### src/rtl/prom_boot_pkg.sv
// Shared types and constants for the framed PROM boot loader.
package prom_boot_pkg;

  typedef enum logic [2:0] {
    HUNT,
    LEN,
    LO,
    HI,
    CSUM,
    RUN,
    ERR
  } state_e;

  localparam logic [7:0] SYNC_BYTE = 8'hA5;

endpackage

### src/rtl/prom_boot_timeout.sv
// Inter-byte idle watchdog; built into prom_boot_ctrl only when PROM_BOOT_TIMEOUT_EN is defined.
module prom_boot_timeout
  import prom_boot_pkg::*;
#(
  parameter int unsigned CYCLES = 1024
) (
  input  logic clk,
  input  logic reset,
  input  logic clear_i,
  input  logic enable_i,
  output logic expired_o
);

  localparam int unsigned CW = $clog2(CYCLES + 1);
  localparam logic [CW-1:0] LOAD = CW'(CYCLES);

  logic [CW-1:0] cnt_q;

  // Down-counter reloads on clear; terminal count at zero.
  always_ff @(posedge clk) begin
    if (reset) begin
      cnt_q <= LOAD;
    end else if (clear_i) begin
      cnt_q <= LOAD;
    end else if (enable_i && (cnt_q != '0)) begin
      cnt_q <= cnt_q - CW'(1);
    end
  end

  assign expired_o = enable_i && !clear_i && (cnt_q == '0);

endmodule

### src/rtl/prom_boot_ctrl.sv
// Framed PROM loader (SYNC, LEN, LEN x {LO,HI}, CSUM) that holds the CPU in reset until a frame verifies.
// Optional inter-byte timeout: define PROM_BOOT_TIMEOUT_EN.
//  state | meaning
//  HUNT  | waiting for first SYNC after reset
//  LEN   | expecting word count
//  LO/HI | expecting low / high byte of current word
//  CSUM  | expecting XOR checksum
//  RUN   | frame verified, CPU released
//  ERR   | frame rejected, waiting for SYNC
module prom_boot_ctrl
  import prom_boot_pkg::*;
#(
  parameter  int unsigned ROM_WORDS      = 27,
  parameter  int unsigned TIMEOUT_CYCLES = 1024,
  localparam int unsigned AW             = (ROM_WORDS > 1) ? $clog2(ROM_WORDS) : 1
) (
  input  logic          clk,
  input  logic          reset,
  input  logic [7:0]    rx_data_i,
  input  logic          rx_ready_i,
  output logic          rx_ack_o,
  output logic          prom_we_o,
  output logic [AW-1:0] prom_addr_o,
  output logic [15:0]   prom_data_o,
  output logic          cpu_reset_o,
  output logic          loaded_o,
  output logic          error_o
);

  localparam logic [7:0] MAX_LEN = 8'(ROM_WORDS);

  state_e        state_q;
  logic [AW-1:0] addr_q;
  logic [AW-1:0] last_q;
  logic [7:0]    lo_q;
  logic [7:0]    csum_q;
  logic          we_q;
  logic [AW-1:0] paddr_q;
  logic [15:0]   pdata_q;
  logic          cpu_rst_q;
  logic          loaded_q;
  logic          error_q;

  logic is_sync;
  logic len_ok;
  logic tmo_expired;

  assign is_sync  = (rx_data_i == SYNC_BYTE);
  assign len_ok   = (rx_data_i != 8'd0) && (rx_data_i <= MAX_LEN);
  assign rx_ack_o = rx_ready_i;

`ifdef PROM_BOOT_TIMEOUT_EN
  logic mid_frame;
  assign mid_frame = (state_q == LEN) || (state_q == LO) ||
                     (state_q == HI)  || (state_q == CSUM);

  prom_boot_timeout #(
    .CYCLES(TIMEOUT_CYCLES)
  ) u_timeout (
    .clk      (clk),
    .reset    (reset),
    .clear_i  (rx_ready_i || !mid_frame),
    .enable_i (mid_frame),
    .expired_o(tmo_expired)
  );
`else
  assign tmo_expired = 1'b0;
`endif

  always_ff @(posedge clk) begin
    if (reset) begin
      state_q   <= HUNT;
      addr_q    <= '0;
      last_q    <= '0;
      lo_q      <= '0;
      csum_q    <= '0;
      we_q      <= 1'b0;
      paddr_q   <= '0;
      pdata_q   <= '0;
      cpu_rst_q <= 1'b1;
      loaded_q  <= 1'b0;
      error_q   <= 1'b0;
    end else begin
      we_q <= 1'b0;
      if (rx_ready_i) begin
        unique case (state_q)
          HUNT: begin
            if (is_sync) begin
              state_q <= LEN;
              error_q <= 1'b0;
              csum_q  <= '0;
            end
          end
          LEN: begin
            if (len_ok) begin
              state_q <= LO;
              // LEN <= ROM_WORDS, so LEN-1 always fits the address width.
              last_q  <= AW'(rx_data_i - 8'd1);
              addr_q  <= '0;
              csum_q  <= csum_q ^ rx_data_i;
            end else begin
              state_q <= ERR;
              error_q <= 1'b1;
            end
          end
          LO: begin
            lo_q    <= rx_data_i;
            csum_q  <= csum_q ^ rx_data_i;
            state_q <= HI;
          end
          HI: begin
            we_q    <= 1'b1;
            paddr_q <= addr_q;
            pdata_q <= {rx_data_i, lo_q};
            csum_q  <= csum_q ^ rx_data_i;
            if (addr_q == last_q) begin
              state_q <= CSUM;
            end else begin
              addr_q  <= addr_q + AW'(1);
              state_q <= LO;
            end
          end
          CSUM: begin
            if (rx_data_i == csum_q) begin
              state_q   <= RUN;
              cpu_rst_q <= 1'b0;
              loaded_q  <= 1'b1;
            end else begin
              state_q <= ERR;
              error_q <= 1'b1;
            end
          end
          RUN: begin
            if (is_sync) begin
              state_q   <= LEN;
              cpu_rst_q <= 1'b1;
              loaded_q  <= 1'b0;
              csum_q    <= '0;
            end
          end
          ERR: begin
            if (is_sync) begin
              state_q <= LEN;
              error_q <= 1'b0;
              csum_q  <= '0;
            end
          end
          default: state_q <= HUNT;
        endcase
      end else if (tmo_expired) begin
        state_q <= ERR;
        error_q <= 1'b1;
      end
    end
  end

  assign prom_we_o   = we_q;
  assign prom_addr_o = paddr_q;
  assign prom_data_o = pdata_q;
  assign cpu_reset_o = cpu_rst_q;
  assign loaded_o    = loaded_q;
  assign error_o     = error_q;

endmodule

### config.mk
export PLATFORM = sky130hd
export DESIGN_NAME = prom_boot_ctrl
export DESIGN_NICKNAME = d
export VERILOG_FILES = /design/src/rtl/prom_boot_pkg.sv /design/src/rtl/prom_boot_timeout.sv /design/src/rtl/prom_boot_ctrl.sv
export SDC_FILE = /design/constraint.sdc
export NUM_CORES = 1
export LEC_CHECK = 0
export CORE_UTILIZATION = 45
export DETAILED_ROUTE_END_ITERATION = 16
export HOLD_SLACK_MARGIN = 0.08
export PLACE_DENSITY = 0.72
export SLEW_MARGIN = 15
export SYNTH_ARGS = -nofsm -noshare
export SYNTH_HDL_FRONTEND = slang
export SYNTH_SLANG_ARGS = --single-unit
### constraint.sdc
create_clock -name clk -period 2.2 [get_ports clk]
set_input_delay 0.44 -clock clk [delete_from_list [all_inputs] [get_ports clk]]
set_output_delay 0.44 -clock clk [all_outputs]
set_load 0.01 [all_outputs]
==> summary.txt <==
Final layout
  • Non-Filler Instances: between 400 and 500
  • Ant. Diodes: 0
  • Number of nets in the layout: 394
  • Commonest non-fill, non-tap cell in the layout: nand2_1
  • Share of cells above drive strength 1: 17.06%
  • Number of fill cells in the layout: 480
  • Most frequent cells in the layout: nand2_1 (55), dfxtp_1 (54), clkdlybuf4s50_1 (35), buf_4 (35), a21oi_1 (34)
  • Area Growth Syn to Fin: 28.53%

Clock tree
  • Postcts setup bufs: 0
  • Sink Count: 54
  • Clock Latency Late Sink: 310 ps
  • Root Driver: clkbuf_8
  • Max H-tree Level: 2
  • Total CTS buffers: 5
  • Clock slew at reported path FFs: ~100 ps
  • Hold-fix buffers, CTS: 0
  • CTS tree: built
  • Max clock buf depth: 2

Critical path
  • Worst r2r dst: csum_q[6]$_SDFFE_PP0P_
  • CP arrival: 1660 ps
  • R2R cell count: 7
  • FF-to-FF setup slack: 310 ps
  • Worst R2R Start: state_q[0]$_SDFFE_PP0P_
  • CP required: 1760 ps
  • Kind of critical path: in -> out
  • Setup crit start kind: input pin
  • Crit. End Element: output port
  • CP max FO: 11

Logic synthesis
  • Most common flop cell mapped by yosys: dfxtp_1
  • Asr flop ratio synth: 0%
  • Sequential area share after synthesis: 39.94%
  • Mapped Avg Cell Area: 8.431 sq um
  • Cells after Synth: 321
  • Net Count, Synth: 335
  • Post-synth cell types: 58
  • Ys Warns: 0
  • Post-synthesis cell area: 2706 sq um
  • Number of synthesized register bits: 54
  • EDFF count, synth: 0

Timing
  • Final setup fails: 0
  • Final worst path period share: 95.67%
  • Fmax: 0.4751 GHz
  • Final setup skew: 3.628 ps
  • Worst hold slack: 460.1 ps
  • RSZ-0062 raised after global routing: no
  • Worst Slack Setup Final: 95.28 ps
  • Rel. slew slack: between 40% and 50%
  • Slew Viols, Final: 0
  • Hold Vio Cnt, Final: 0
  • Tmin final: between 2000 and 2500 ps
  • Worst-Margin Slew: 749.0 ps

Placement
  • Post-DP HPWL: 4491 um
  • Port bufs: 36
  • Placed Cells: ~450
  • Placer congestion estimate: 0.8448
  • Pre-CTS setup slack: -248.3 ps

Global route
  • Antenna violations before repair: 0
  • Largest net degree at the start of global routing: 26
  • First-pass GRT wire length: 10,360 um
  • Vias in the first global route: ~2,200
  • Overflow after GRT: 0
  • Total track usage: 21.12%

Floorplan
  • Die Span X: 79.55 um
  • Core area: ~5600 sq um
  • Vert. Die Dim: 79.55 um
  • Initial Util: 47.97%
  • Die Area: 6328 sq um
  • Rows: 27
  • Top Ports: 37

Drt
  • Initial DRC count: 117
  • Drt wl/cell: 13.52 um
  • Via count: roughly 2,400
  • Residual DRC: 0
  • Via density: roughly 5.3
  • WL final: 6126 um
  • DRT antenna net count: 0
  • Pre-antenna DRT Iters: 4

Status
  • Outcome: finished clean

Worst hold path
  • Worst hold start: prom_data_o[0]$_SDFFE_PP0P_
  • Hold path depth: 2
  • Hold EP: prom_data_o[0]$_SDFFE_PP0P_
  • Hold crit path type: reg -> reg

Job
  • Maxcap violations: 0

Power
  • Worst VDD drop: 0.4679 mV
  • Static leakage: 1.233 nW
  • Cell Pwr Density: 528.5 nW/um^2
[synthesized netlist by cell type, types with 3 or more instances]
| cell | number | area share (%) |
|---|---|---|
| xor2_1 | 9 | 2.9 |
| clkbuf_1 | 12 | 1.7 |
| o21ai_1 | 5 | 0.92 |
| nor3_1 | 3 | 0.55 |
| buf_2 | 6 | 1.1 |
| nand2_1 | 55 | 7.6 |
| inv_1 | 15 | 2.1 |
| a21oi_1 | 34 | 6.3 |
| nor2_1 | 25 | 3.5 |
| ha_1 | 3 | 1.4 |
| o22a_1 | 6 | 1.9 |
| o21ai_0 | 5 | 0.92 |
| dfxtp_1 | 54 | 40 |
| or3_1 | 3 | 0.69 |
| o32ai_2 | 8 | 4.8 |
| mux2i_1 | 8 | 3.0 |
| xnor2_1 | 7 | 2.3 |
| nand3_1 | 12 | 2.2 |
[per-stage QoR]
stage | total power (W) | utilization, % | setup TNS (ps) | cell area (sq um)
floorplan | 0.001076 | - | 0 | 2706
global placement | 0.001149 | 59.50 | -3311 | 3357
detailed placement | 0.001150 | 59.50 | -3743 | 3357
CTS | 0.001861 | 61.65 | 0 | 3478
global route | 0.001904 | 61.65 | 0 | 3478
finish | 0.001838 | 61.65 | 0 | 3478
[sequential cells by signal, indices dropped and copies added (netlist names)]
register and count:
addr_q 5, cpu_reset_o 1, csum_q 8, error_o 1, last_q 5, lo_q 8, loaded_o 1, prom_addr_o 5
prom_data_o 16, prom_we_o 1, state_q 3
[critical path: stages]
cell and delay, ps:
clkdlybuf4s50_1 490, buf_4 180, clkdlybuf4s50_1 550
[how the worst max path moves through the flow]
stage | startpoint | to | cells past startpoint
final | rx_ready_i | rx_ack_o | 3
after global routing | rx_data_i[0] | csum_q[0]$_SDFFE_PP0P_ | 8
after detailed placement | rx_data_i[1] | csum_q[6]$_SDFFE_PP0P_ | 9
after floorplan | rx_data_i[0] | csum_q[6]$_SDFFE_PP0P_ | 8
after CTS | rx_data_i[1] | csum_q[6]$_SDFFE_PP0P_ | 9
after global placement | rx_data_i[1] | csum_q[6]$_SDFFE_PP0P_ | 9
[routing by layer]
metal,wire length [um],up-vias,GRT usage [%]
met5,0,-,0
met4,135,0,8.000
met3,198,10,3.771
met2,2933,44,33.93
met1,2859,1115,28.03
li1,-,1234,-
[kinds of logic (layout without fill, tap and decap cells)]
family | after synthesis | in the layout | synth area share [%]
and+or+nand+nor | 119 | 119 | 21.13
AOI/OAI and AO/OA | 81 | 81 | 22.70
DFF | 54 | 54 | 39.94
buffers and inverters | 38 | 98 | 5.963
xor gates and xnor gates | 16 | 16 | 5.178
muxes | 8 | 8 | 2.959
adders and majority gates | 5 | 5 | 2.127
[cell type report]
cell class | instances | area, sq um | share of cell area [%]
multi-input cells | 229 | 1464 | 42.09
flip-flops and latches | 54 | 1081 | 31.08
repair buffers | 73 | 658.1 | 18.92
well taps | 72 | 90.09 | 2.590
clock buffers | 6 | 82.58 | 2.374
inverters | 17 | 63.81 | 1.835
clock inverters | 2 | 38.79 | 1.115
[timing repair]
action,in CTS,in global routing
setup endpoints to repair,0,3
gates resized for setup,0,1
hold endpoints to repair,0,0
[power by group]
group	internal, W	total (W)	leakage (nW)	switching [W]
combinational	0.0000680	0.000149	0.736	0.0000806
clock	0.000375	0.000711	0.0618	0.000336
sequential	0.000978	0.000979	0.435	0.00000148
No activity file was read; power rests on OpenSTA's default activity.
